[src/rtl/uart_fifo_pkg.sv]
// Shared types and helpers for the UART data-path FIFO.
// Holds the default geometry, the count-width helper and the packed
// status word that the CSR block consumes.
package uart_fifo_pkg;

    localparam int UART_FIFO_DEPTH = 16;
    localparam int UART_FIFO_WIDTH = 8;

    // Occupancy counter width: must represent 0..depth inclusive.
    function automatic int fifo_cnt_w(input int depth);
        return $clog2(depth + 1);
    endfunction

    // Status bits in the order the CSR block expects them.
    typedef struct packed {
        logic empty;
        logic full;
        logic almost_empty;
        logic almost_full;
        logic overflow;
        logic underflow;
    } fifo_status_t;

endpackage

[src/rtl/uart_fifo_ptr.sv]
// Wrap-around pointer for the UART FIFO storage array.
// Wraps from DEPTH-1 back to 0 by explicit compare, so any DEPTH works,
// not only powers of two.
module uart_fifo_ptr #(
    parameter int DEPTH = 16,
    localparam int PW = (DEPTH > 1) ? $clog2(DEPTH) : 1
) (
    input  logic          clk,
    input  logic          rst,
    input  logic          inc,
    output logic [PW-1:0] ptr
);

    localparam logic [PW-1:0] LAST = PW'(DEPTH - 1);

    // Advance on inc, wrapping at the last slot; reset returns to slot 0.
    always_ff @(posedge clk) begin
        if (rst) begin
            ptr <= '0;
        end else if (inc) begin
            ptr <= (ptr == LAST) ? '0 : ptr + 1'b1;
        end
    end

endmodule

[src/rtl/uart_sync_fifo.sv]
// Synchronous show-ahead FIFO for the UART TX/RX data paths.
// Any DEPTH >= 2 (non-power-of-2 included). All outputs are registered and
// reflect the state after the current edge; read_data holds the oldest entry
// whenever the FIFO is not empty and keeps its last value when it is.
// Optional build macro UART_SYNC_FIFO_PEAK_EN adds a high-water-mark port.
module uart_sync_fifo
    import uart_fifo_pkg::*;
#(
    parameter int WIDTH    = UART_FIFO_WIDTH,
    parameter int DEPTH    = UART_FIFO_DEPTH,
    parameter int AF_LEVEL = DEPTH - 2,
    parameter int AE_LEVEL = 1
) (
    input  logic                         clk,
    input  logic                         rst,
    input  logic                         push,
    input  logic [WIDTH-1:0]             write_data,
    input  logic                         pop,
    output logic [WIDTH-1:0]             read_data,
    output logic                         empty,
    output logic                         full,
    output logic                         almost_empty,
    output logic                         almost_full,
    output logic [fifo_cnt_w(DEPTH)-1:0] count,
    output logic                         overflow,
    output logic                         underflow,
    input  logic                         clr_err
`ifdef UART_SYNC_FIFO_PEAK_EN
    ,
    output logic [fifo_cnt_w(DEPTH)-1:0] peak
`endif
);

    localparam int CW = fifo_cnt_w(DEPTH);
    localparam int PW = (DEPTH > 1) ? $clog2(DEPTH) : 1;

    localparam logic [CW-1:0] DEPTH_CNT = CW'(DEPTH);
    localparam logic [CW-1:0] AF_CNT    = CW'(AF_LEVEL);
    localparam logic [CW-1:0] AE_CNT    = CW'(AE_LEVEL);
    localparam logic [PW-1:0] LAST_PTR  = PW'(DEPTH - 1);

    // An empty FIFO always satisfies almost_empty and never almost_full,
    // because 0 <= AE_LEVEL < AF_LEVEL.
    localparam fifo_status_t RESET_STATUS = '{
        empty:        1'b1,
        full:         1'b0,
        almost_empty: 1'b1,
        almost_full:  1'b0,
        overflow:     1'b0,
        underflow:    1'b0
    };

    // Refuse to elaborate with an inconsistent geometry.
    generate
        if (DEPTH < 2 || AE_LEVEL < 0 || AE_LEVEL >= AF_LEVEL || AF_LEVEL > DEPTH) begin : g_bad_params
            $fatal(1, "uart_sync_fifo: need DEPTH>=2 and 0<=AE_LEVEL<AF_LEVEL<=DEPTH");
        end
    endgenerate

    logic [WIDTH-1:0] mem [DEPTH];

    logic [PW-1:0]    wr_ptr;
    logic [PW-1:0]    rd_ptr;
    logic [PW-1:0]    rd_ptr_nxt;

    logic             push_acc;
    logic             pop_acc;

    logic [CW-1:0]    count_q;
    logic [CW-1:0]    count_d;
    logic [WIDTH-1:0] read_data_q;
    logic [WIDTH-1:0] read_data_d;
    fifo_status_t     status_q;
    fifo_status_t     status_d;

    uart_fifo_ptr #(.DEPTH(DEPTH)) u_wr_ptr (
        .clk (clk),
        .rst (rst),
        .inc (push_acc),
        .ptr (wr_ptr)
    );

    uart_fifo_ptr #(.DEPTH(DEPTH)) u_rd_ptr (
        .clk (clk),
        .rst (rst),
        .inc (pop_acc),
        .ptr (rd_ptr)
    );

    // Decide which requests are accepted and where the queue head lands.
    always_comb begin
        // A full FIFO still accepts a push when a pop frees a slot on the same edge.
        push_acc   = push & (~status_q.full | pop);
        pop_acc    = pop & ~status_q.empty;
        count_d    = count_q + CW'(push_acc) - CW'(pop_acc);
        rd_ptr_nxt = rd_ptr;
        if (pop_acc) begin
            rd_ptr_nxt = (rd_ptr == LAST_PTR) ? '0 : rd_ptr + 1'b1;
        end
    end

    // Next head-of-queue value; when the only remaining entry is the one
    // being written this edge, bypass the array and take write_data.
    always_comb begin
        read_data_d = read_data_q;
        if (count_d != '0) begin
            if (push_acc && (count_q == CW'(pop_acc))) begin
                read_data_d = write_data;
            end else begin
                read_data_d = mem[rd_ptr_nxt];
            end
        end
    end

    // Status flags derived from the post-edge occupancy; error flags are
    // sticky and a new error in the same cycle as clr_err keeps the flag set.
    always_comb begin
        status_d              = status_q;
        status_d.empty        = (count_d == '0);
        status_d.full         = (count_d == DEPTH_CNT);
        status_d.almost_empty = (count_d <= AE_CNT);
        status_d.almost_full  = (count_d >= AF_CNT);
        status_d.overflow     = (push & status_q.full & ~pop) | (status_q.overflow  & ~clr_err);
        status_d.underflow    = (pop & status_q.empty)        | (status_q.underflow & ~clr_err);
    end

    // Storage write; the array is deliberately left unreset.
    always_ff @(posedge clk) begin
        if (push_acc) begin
            mem[wr_ptr] <= write_data;
        end
    end

    // Registered occupancy, head data and status.
    always_ff @(posedge clk) begin
        if (rst) begin
            count_q     <= '0;
            read_data_q <= '0;
            status_q    <= RESET_STATUS;
        end else begin
            count_q     <= count_d;
            read_data_q <= read_data_d;
            status_q    <= status_d;
        end
    end

    assign read_data    = read_data_q;
    assign count        = count_q;
    assign empty        = status_q.empty;
    assign full         = status_q.full;
    assign almost_empty = status_q.almost_empty;
    assign almost_full  = status_q.almost_full;
    assign overflow     = status_q.overflow;
    assign underflow    = status_q.underflow;

`ifdef UART_SYNC_FIFO_PEAK_EN
    logic [CW-1:0] peak_q;
    logic [CW-1:0] peak_d;

    // High-water mark; clr_err restarts tracking from the current occupancy.
    always_comb begin
        peak_d = peak_q;
        if (clr_err) begin
            peak_d = count_d;
        end else if (count_d > peak_q) begin
            peak_d = count_d;
        end
    end

    // Peak register.
    always_ff @(posedge clk) begin
        if (rst) begin
            peak_q <= '0;
        end else begin
            peak_q <= peak_d;
        end
    end

    assign peak = peak_q;
`endif

endmodule
[config.mk]
export PLATFORM = sky130hd
export DESIGN_NAME = uart_sync_fifo
export DESIGN_NICKNAME = d
export VERILOG_FILES = /design/src/rtl/uart_fifo_pkg.sv /design/src/rtl/uart_fifo_ptr.sv /design/src/rtl/uart_sync_fifo.sv
export SDC_FILE = /design/constraint.sdc
export NUM_CORES = 1
export LEC_CHECK = 0
export ABC_AREA = 1
export CORE_MARGIN = 2
export CORE_UTILIZATION = 35
export DETAILED_ROUTE_END_ITERATION = 6
export PLACE_DENSITY_LB_ADDON = 0.08
export SETUP_SLACK_MARGIN = 0.02
export SYNTH_ARGS = -nofsm -noshare
export SYNTH_HDL_FRONTEND = slang
export SYNTH_HIERARCHICAL = 1
export SYNTH_SLANG_ARGS = --single-unit
export TNS_END_PERCENT = 50
[constraint.sdc]
create_clock -name clk -period 5.2 [get_ports clk]
set_input_delay 1.56 -clock clk [delete_from_list [all_inputs] [get_ports clk]]
set_output_delay 1.56 -clock clk [all_outputs]
set_load 0.05 [all_outputs]
[Word-level counts from Yosys, hierarchy flattened]
Memories as Yosys holds them, arrays and structs flattened.
Cells that the tools add are included.
Storage, ports and cells
  RAM bits: 128
  register bits after elaboration: 27
  input port bits: 13
  memories kept: 1
  ROM bits: 0
  latch bits: 0
  output and inout port bits: 19
  logic and storage cells: 44
Memories
  mem: depth 16, width 8, read ports 1, clocked after memory_dff 0, write ports 1, RTL line uart_sync_fifo.sv:60  | logic [WIDTH-1:0] mem [DEPTH];
Operators by class
  add/subtract/negate cells: 4
  bitwise logic cells: 14
  shifts and indexed selects: 0
  eq/ne operators: 4
  reductions and logical operators: 3
  divide/modulo/power cells: 0
  order comparisons: 2
  multiply operators: 0
  muxes and demuxes: 6
Operators with widths (number)
  $mux W4: 3
  $add A4 B1 Y4 const B: 2
  $eq A4 B4 Y1 const B: 2
  $mux W8: 1
  $and A1 B1 Y1: 7
  $add A5 B1 Y5: 1
  $eq A5 B1 Y1: 1
  $eq A5 B5 Y1 const B: 1
  $ge A5 B4 Y1 const B: 1
  $le A5 B1 Y1 const B: 1
  $logic_not A5 Y1: 1
  $reduce_bool A5 Y1: 1
  $sub A5 B1 Y5: 1
  $not A1 Y1: 4
  $or A1 B1 Y1: 3
  $mux W1: 2
  $logic_and A1 B1 Y1: 1

[Depth between registers and ports, before layout]
  word-level depth: 6
  depth in mapped cells: 17
  depth with buffers taken out: 17

[By module]
The synthesis kept the hierarchy.
By module, submodules not included
  uart_sync_fifo: area an instance 6776.5 sq um, sequential area each 4224.1 sq um, instances 1, cells an instance 672
  uart_fifo_ptr: area an instance 195.2 sq um, sequential area each 80.1 sq um, instances 2, cells an instance 29

[Least setup slack after synthesis]
Ideal clock, no wire load.
  kind: input-to-reg
  start point: input port pop
  end point: register read_data_q[0], in the netlist read_data[0]
  library setup time: 113 ps
  data required time: 5087 ps
  setup slack: 1634 ps
  cell stages on the path: 17
  path buffers: 0
  data arrival time: 3453 ps
  cell sequence: inv_1 -> nand2_1 -> nand2_1 -> inv_1 -> nand2_1 -> nand2_1 -> ha_1 -> fa_1 -> nand3_1 -> nand2_1 -> xor2_1 -> nor2b_1 -> nand3_1 -> nand2_1 -> nor2_1 -> nand2_1 -> nand2_1
On the way
  longest elaborated chain between the ends: 5
  elaborated cells between the ends (all ways): 11
  classes of those cells: 2 x add/sub; 1 x eq/ne; 2 x mux; 3 x bitwise; 2 x reduce/logical; 1 x memory
Ends and longest elaborated chain
  start, declared: RTL line uart_sync_fifo.sv:18  | input logic pop,
  $or A1 B1 Y1 (*): RTL line uart_sync_fifo.sv:93  | push_acc = push & (~status_q.full | pop);
  $and A1 B1 Y1 (*): RTL line uart_sync_fifo.sv:93
  named net push_acc: RTL line uart_sync_fifo.sv:66  | logic push_acc;
  $add A5 B1 Y5: RTL line uart_sync_fifo.sv:95  | count_d = count_q + CW'(push_acc) - CW'(pop_acc);
  $sub A5 B1 Y5: RTL line uart_sync_fifo.sv:95
  $reduce_bool A5 Y1: RTL line uart_sync_fifo.sv:106  | if (count_d != '0) begin
  end signal, assigned: RTL line uart_sync_fifo.sv:142  | read_data_q <= read_data_d;
  end, declared: RTL line uart_sync_fifo.sv:71  | logic [WIDTH-1:0] read_data_q;
The timed path passes the listed nets; every way through them passes the cells marked *.
A chain may end at the register's enable or synchronous reset.

[Worst setup path after layout]
  start point: input port pop
  end point: register read_data_q[3], in the netlist read_data[3]
Same word-level chain as after synthesis.

==> flow_summary.json <==
{
  "cts.clk_slew.worst_paths_ns": 0.06,
  "worstSetupStartpoint": "pop",
  "synthCells": 730,
  "avgSynthCellArea_um2": 9.82,
  "period_share_pct": 76.2,
  "end_kind": "register",
  "synth.distinct_cells": 29,
  "outcome": "completed",
  "grt_pass1_vias": 4981,
  "timing.rr.start": "empty",
  "post_drt_wl_per_cell_um": 17.5,
  "vias": 5002,
  "area_growth_pct": 14.9,
  "final_util_pct": 40.8,
  "viasPerCell": 4.82,
  "start_kind": "primary input",
  "drt_wl_total_um": 18200,
  "hp-start": "read_data[2]",
  "io_pins": 32,
  "powerDensity_nw_per_um2": 473,
  "stdcell_area_um2": 8240,
  "drive_above_1_share_pct": 8.47,
  "p_leak_nw": 3.38,
  "finalClockSkew_ns": 0.00987,
  "synth_top_cell_by_area": "edfxtp_1",
  "clock_latency_ns": 0.43,
  "relSlewSlack_pct": 19.1,
  "die-area_um2": 21600,
  "critPathRequiredTime_ns": 5.51,
  "cts_htree_levels": 4,
  "placed_area_um2": 7640,
  "period_minus_slack_ns": 3.96,
  "cts_buffers": 17,
  "diodes": 0,
  "synthTopCellsByArea": "edfxtp_1 (54%), nand3_1 (11%), nand2_1 (8.9%)",
  "cts_resized": 0,
  "drc_errors": 0,
  "cts_sinks": 155,
  "drt_iter0_markers": 343,
  "num_rows": 52,
  "grt.total_usage_pct": 17.6,
  "antenna_left": 0,
  "finalHoldViolCount": 0,
  "die_x_um": 147,
  "ys_seq_elements": 155,
  "netlist.area_leader.share_pct": 53.6,
  "post_cts_buffers": 0,
  "grt_pass1_wl_um": 28400,
  "port_buffers": 31,
  "final_nets": 776,
  "drt_pass1_iterations": 5,
  "netlist_area_um2": 7170,
  "initial_utilization_pct": 35.5,
  "timing_worst_slew_pin_value_ns": 1.21,
  "ir_drop_mv": 0.268,
  "slew_violations": 0,
  "synth-seq-area-share_pct": 61.2,
  "cts_max_path_buffers": 2,
  "path_max_fanout": 12,
  "gr-total-overflow": 0,
  "hold_class": "register to register",
  "die_h_um": 147,
  "dp.final_hpwl_um": 11500,
  "ctsHoldBuffers": 0,
  "path_class": "primary input to register",
  "cp_data_arrival_time_ns": 4.28,
  "grt_max_degree": 65,
  "setup_viol": 0,
  "cts_tree": "done",
  "tns_ns": 0,
  "grt_antenna_before_repair": 0,
  "synth_nets": 752,
  "cts-root-buf": "clkbuf_16",
  "globalplace.congestion": 0.818,
  "core_area_um2": 20200,
  "yosysWarnings": 6,
  "maxCapViolCount": 0,
  "rsz0062_at_grt": "false",
  "fillCellCount": 1990,
  "max_freq_ghz": 0.252
}
==> critical path, stage by stage <==
cell             delay (ns)
clkdlybuf4s50_1        0.48
inv_1                  0.10
nand2_1                0.05
nand2_1                0.07
inv_1                  0.17
nand2_1                0.11
nand2_1                0.05
ha_1                   0.21
fa_1                   0.41
nand3_1                0.11
nand2_1                0.06
xor2_1                 0.15
nor2b_1                0.15
nand3_1                0.14
nand2_1                0.26
nor2_1                 0.07
nand2_1                0.07
nand2_1                0.05
==> final timing paths <==
path	end	slack, ns	cells past startpoint
max	read_data[3]	1.24	18
max reg2reg	read_data[3]	2.52	16
min reg2reg	read_data[2]	0.45	2
min	read_data[2]	0.45	2
==> registers in the layout, summed over array words and instances (netlist names) <==
register      cells
almost_empty      1
read_data         8
overflow          1
full              1
mem             128
u_rd_ptr/ptr      4
underflow         1
u_wr_ptr/ptr      4
count             5
almost_full       1
empty             1
==> cell usage in the layout, fill, tap and decap left out, types with 8 or more instances in the layout <==
| cell type | instances |
|---|---|
| clkdlybuf4s50_1 | 31 |
| clkbuf_16 | 17 |
| nand3_1 | 151 |
| inv_1 | 103 |
| a21oi_1 | 10 |
| edfxtp_1 | 128 |
| ha_1 | 8 |
| nand3_2 | 15 |
| nor2_1 | 47 |
| dfxtp_1 | 27 |
| nand3b_1 | 11 |
| nand2_1 | 168 |
==> layer usage <==
layer	vias up	routed length, um	GRT usage, %
li1	2455	-	-
met1	2451	8400	23.1
met2	75	8830	29.1
met3	21	547	3.66
met4	0	385	6.20
met5	-	0	0
==> layout make-up <==
type                            count  area, um^2  share of cell area, %
Timing Repair Buffer               35         340                   4.13
Multi-Input combinational cell    437        2170                   26.3
Tap cell                          270         338                   4.10
Inverter                          108         405                   4.92
Sequential cell                   155        4380                   53.2
Clock buffer                       18         429                   5.21
Clock inverter                     14         171                   2.08
==> cells by family after synthesis <==
| logic type | after synthesis | share of synthesized area (%) |
|---|---|---|
| XOR/XNOR | 6 | 0.995 |
| adder cells (fa/ha/maj) | 9 | 1.68 |
| AO/OA/AOI/OAI | 14 | 1.03 |
| AND/OR/NAND/NOR | 408 | 26.5 |
| buffers and inverters | 138 | 8.59 |
| flip-flops | 155 | 61.2 |
==> cells in the mapped netlist (all sizes together) <==
cell type    n
nand3      166
clkbuf       7
dfxtp       27
and2         1
xnor2        1
a21oi       10
buf         23
nor2b        1
xor2         5
nand2      176
ha           8
fa           1
nand3b      11
nor2        50
edfxtp     128
clkinv       2
nand4        2
o21ai        4
nor3         1
inv        106
==> report_power, final <==
part | leakage, nW | switching, mW | internal (mW)
Combinational | 1.71 | 0.814 | 0.346
Sequential | 1.38 | 0.0476 | 1.43
Clock | 0.288 | 0.508 | 0.757
Total | 3.38 | 1.37 | 2.53
==> per-stage QoR <==
stage	hold WS [ns]	std cells	worst slack, ns	power (mW)
global placement	0.451	1005	0.876	2.66
floorplan	0.526	730	1.63	2.32
finish	0.452	1037	1.24	3.90
detailed placement	0.454	1005	0.784	2.67
global route	0.481	1037	0.963	4.11
CTS	0.460	1037	1.24	3.94
Note: power is estimated with default switching activity, not from simulation.
